$ cat config.mk
export PLATFORM = sky130hd
export DESIGN_NAME = poly_input_framer
export DESIGN_NICKNAME = d
export VERILOG_FILES = /design/src/rtl/poly_input_framer.sv
export SDC_FILE = /design/constraint.sdc
export NUM_CORES = 1
export LEC_CHECK = 0
export ABC_CLOCK_PERIOD_IN_PS = 2300
export BUFFER_PORTS_ARGS = -buffer_cell sky130_fd_sc_hd__buf_2
export CORE_ASPECT_RATIO = 0.9
export CORE_MARGIN = 4
export CORE_UTILIZATION = 30
export CTS_BUF_LIST = sky130_fd_sc_hd__clkbuf_16
export CTS_CLUSTER_SIZE = 14
export DETAILED_ROUTE_END_ITERATION = 8
export HOLD_SLACK_MARGIN = 0.02
export PLACE_DENSITY = 0.47
export SYNTH_ARGS = -nofsm -noshare
export SYNTH_HDL_FRONTEND = slang
export SYNTH_SLANG_ARGS = --single-unit
$ cat constraint.sdc
create_clock -name clk -period 2.3 [get_ports clk]
set_input_delay 0.23 -clock clk [delete_from_list [all_inputs] [get_ports clk]]
set_output_delay 0.23 -clock clk [all_outputs]
set_load 0.03 [all_outputs]
$ cat src/rtl/poly_input_framer.sv
// Requantizes a serial sfix16_En8 sample stream to sfix11_En3 (round half up, saturate)
// and packs every LANES samples into one frame held for a valid/ready consumer.
module poly_input_framer #(
  parameter int IN_W  = 16,
  parameter int SHIFT = 5,
  parameter int OUT_W = 11,
  parameter int LANES = 3
) (
  input  logic                    clk,
  input  logic                    reset,
  input  logic [IN_W-1:0]         in_data,
  input  logic                    in_valid,
  output logic                    in_ready,
  input  logic                    flush,
  output logic signed [OUT_W-1:0] out_data [0:LANES-1],
  output logic                    out_valid,
  input  logic                    out_ready,
  output logic [1:0]              lane_idx,
  output logic [7:0]              sat_cnt
);

  localparam int          TW   = IN_W - SHIFT + 1;
  localparam logic [1:0]  LAST = 2'(LANES - 1);
  localparam logic [IN_W:0] RND = (IN_W + 1)'(2 ** (SHIFT - 1));
  localparam logic signed [TW-1:0] QMAX = TW'(2 ** (OUT_W - 1) - 1);
  localparam logic signed [TW-1:0] QMIN = TW'(-(2 ** (OUT_W - 1)));

  // Handshakes: a transfer happens on a clock edge where valid && ready are both 1.
  // ready never depends on the same side's valid; valid/data are held until the transfer.

  logic [IN_W:0]            sum;
  logic signed [TW-1:0]     t;
  logic                     sat_hi;
  logic                     sat_lo;
  logic signed [OUT_W-1:0]  q;
  logic                     accept;
  logic                     complete;
  logic signed [OUT_W-1:0]  asm_q [0:LANES-1];

  // Sign-extend to 17 bits before adding the half-LSB so the top sample cannot wrap.
  assign sum    = {in_data[IN_W-1], in_data} + RND;
  assign t      = sum[IN_W:SHIFT];
  assign sat_hi = (t > QMAX);
  assign sat_lo = (t < QMIN);

  always_comb begin
    q = t[OUT_W-1:0];
    if (sat_hi) q = {1'b0, {(OUT_W-1){1'b1}}};
    if (sat_lo) q = {1'b1, {(OUT_W-1){1'b0}}};
  end

  // A completing sample needs the output slot empty or draining this cycle.
  assign in_ready = !flush && !((lane_idx == LAST) && out_valid && !out_ready);
  assign accept   = in_valid && in_ready;
  assign complete = accept && (lane_idx == LAST);

  always_ff @(posedge clk) begin
    if (reset) begin
      lane_idx  <= 2'd0;
      out_valid <= 1'b0;
      sat_cnt   <= 8'd0;
      for (int i = 0; i < LANES; i++) begin
        out_data[i] <= '0;
        asm_q[i]    <= '0;
      end
    end else begin
      if (flush) begin
        lane_idx <= 2'd0;
      end else if (accept) begin
        asm_q[lane_idx] <= q;
        lane_idx        <= complete ? 2'd0 : lane_idx + 2'd1;
      end

      if (complete) begin
        for (int i = 0; i < LANES - 1; i++) out_data[i] <= asm_q[i];
        out_data[LANES-1] <= q;
        out_valid         <= 1'b1;
      end else if (out_valid && out_ready) begin
        out_valid <= 1'b0;
      end

      if (accept && (sat_hi || sat_lo) && (sat_cnt != 8'hFF)) begin
        sat_cnt <= sat_cnt + 8'd1;
      end
    end
  end

endmodule
==> impl_metrics.csv <==
group,metric,value,unit
worst_setup_path,startpoint_type,"register",
die,ioPinCount,66,
global_route,grt_max_degree,35,
die,rows,33,
timing,period_share,0.786,
worst_setup_path,critical_path_arrival,2.06,ns
global_route,grt_pass1_vias,2365,
timing,setup_viol,0,
worst_setup_path,slowest_stage,"or4_1",
logic_synthesis,syn_area,2820,sq um
route,first_pass_iters,4,
cts,cts_buffers,9,
layout,fin_nets,397,
global_route,grt_pass1_wl,11800,microns
placement,finalWeightedCongestion,0.774,
cts,clkSlewWorstSetupHoldPaths,0.05,ns
die,die_w,110,microns
logic_synthesis,async_reset_ff_frac,0,
layout,num_antenna_cells,0,
logic_synthesis,ys_ff_latch,66,
worst_setup_path,critPathKind,"reg2reg",
logic_synthesis,synth.most_common_cell,"nand2_1",
power,ir_drop,0.359,mV
logic_synthesis,synth_nets,330,
cts,cts-root-buf,"clkbuf_16",
logic_synthesis,syn-instance-count,306,
die,core-area,9130,sq um
route,postRouteAntennaNets,0,
layout,drive_gt1_frac,0.243,
logic_synthesis,synth_common_cells,"nand2_1, nor2_1, dfxtp_1",
global_route,overflow,0,
placement,dp_hpwl,5150,microns
worst_setup_path,slowest_delay,0.53,ns
worst_setup_path,cp_max_fo,10,
logic_synthesis,yosys_warnings,0,
global_route,grt_usage,0.140,
cts,holdBufCountCts,0,
timing,fmax,553,MHz
die,dieArea,11000,sq um
logic_synthesis,yosys.area.top_type_share,0.312,
route,routed_wl,7070,microns
die,die_h,100,microns
timing,fin_skew,0.00487,ns
placement,dp_cells,484,
cts,clockBufferDepth,2,
placement,port_buffers,61,
logic_synthesis,synth_edf_count,22,
timing,tns,0,ns
power,power_leakage,1.43,nW
die,start_util,0.309,
timing,tightest_slew,0.543,ns
route,vias,2377,
worst_setup_path,endpoint_kind,"register",
logic_synthesis,synthTopCellsByArea,"dfxtp_1, edfxtp_1, nand2_1",
layout,final.fill_count,954,
logic_synthesis,avgSynthCellArea,9.22,sq um
run_status,status,"finished, final reports clean",
cts,clk_latency,0.32,ns
timing,hold_viol_final,0,
layout,fin_cells,500,
route,vias_per_cell,4.75,
route,drt_iter0_markers,106,
power,p_per_area,748,nW/um^2
cts,cts_setup_buffers,0,
cts,cts_resized,0,
worst_setup_path,cp_cell_sequence,"and4bb_4, nor4_4, nand3_4, or4_1, a21oi_1",
worst_setup_path,crit_required,2.55,ns
timing,rsz0062_at_grt,"false",
timing,finalMaxSlewViolations,0,
job,maxCapViolCount,0,
layout,post-route-util,0.391,
logic_synthesis,synth_flop_cell,"dfxtp_1",
logic_synthesis,synthDistinctLibCells,45,
global_route,grt_antenna_before_repair,0,
timing,fin_crit,1.81,ns
layout,area_growth,26.4,%
cts,cts_tree,"yes",
cts,clock_sinks,66,
cts,htree_levels,3,
logic_synthesis,ys_seq_area_frac,0.547,
worst_hold_path,hold_class,"in2reg",
route,drc_errors,0,
logic_synthesis,yosysTopAreaCell,"dfxtp_1",
route,wire_per_inst,14.1,microns
timing,slew-limit-headroom,0.635,
state kept, by name, indices dropped and copies added (netlist names):
register and count:
out_data 33, asm_q 22, sat_cnt 8, lane_idx 2, out_valid 1
worst paths after layout:
| path | start | end | depth (start not counted) | slack [ns] |
|---|---|---|---|---|
| max | out_valid | sat_cnt[7] | 5 | 0.49 |
| max reg2reg | out_valid | sat_cnt[7] | 5 | 0.49 |
| min reg2reg | out_data[13] | out_data[13] | 2 | 0.45 |
| min | flush | lane_idx[0] | 2 | 0.15 |
per-layer routing:
metal  vias to the layer above  track usage  part of all wire
met3                         9       0.0360             0.058
met5                         -            0                 0
met1                      1103        0.196              0.49
met4                         0       0.0578             0.019
li1                       1202            -                 -
met2                        63        0.204              0.43
cell families (layout without fill, tap and decap cells):
kind of cell | count (synthesis) | in the layout | share of synthesized area
fa+ha+maj | 3 | 3 | 0.0133
buf+inv | 15 | 87 | 0.0217
mux | 3 | 3 | 0.0106
compound gates | 57 | 57 | 0.119
xor+xnor | 7 | 7 | 0.0217
simple gates | 155 | 155 | 0.267
flops | 66 | 66 | 0.547
power by group:
group          switching [W]  total, W  internal (W)
Sequential        0.00000702   0.00124       0.00123
Combinational       0.000101  0.000144     0.0000435
Clock               0.000467   0.00129      0.000818
metrics by stage:
step	hold slack (ns)	instance area [sq um]	total power [W]	setup WS, ns
after CTS	0.143	3560	0.00271	0.474
after global routing	0.153	3560	0.00278	0.358
after detailed placement	0.443	3280	0.00141	0.295
after global placement	0.443	3280	0.00141	0.330
after floorplan	0.309	2820	0.00134	0.215
final	0.148	3560	0.00267	0.492
cell type report:
class	instances	area, sq um	area share
clock buffer	9	225	0.0632
tap	122	153	0.0428
multi-input combinational	225	1220	0.342
sequential	66	1540	0.432
clock inverter	7	55.1	0.0154
inverter	2	7.51	0.00211
timing repair buffer	69	365	0.102
worst max-delay path, delay by kind of cell (launching register included):
kind | cells | cell delay, ns
compound gates | 1 | 0.14
simple gates | 4 | 1.27
flops | 1 | 0.32
cells in the final DEF (no fill, tap or decap), drive strengths merged, types with 2 or more instances in the layout:
cell type / count
or2: 2
a21oi: 30
or3: 2
a21o: 2
nor2: 48
ha: 3
nor4b: 2
nand3: 7
edfxtp: 22
o21ai: 10
buf: 69
nand3b: 2
o31ai: 4
mux2i: 3
nand4b: 2
nand4: 7
and2: 2
a21boi: 2
o21a: 2
xor2: 6
nor3: 8
clkbuf: 9
dfxtp: 44
clkinv: 3
inv: 5
a31o: 2
nand2b: 4
or4: 2
nand2: 62
Power figures use the tool's default switching activity.
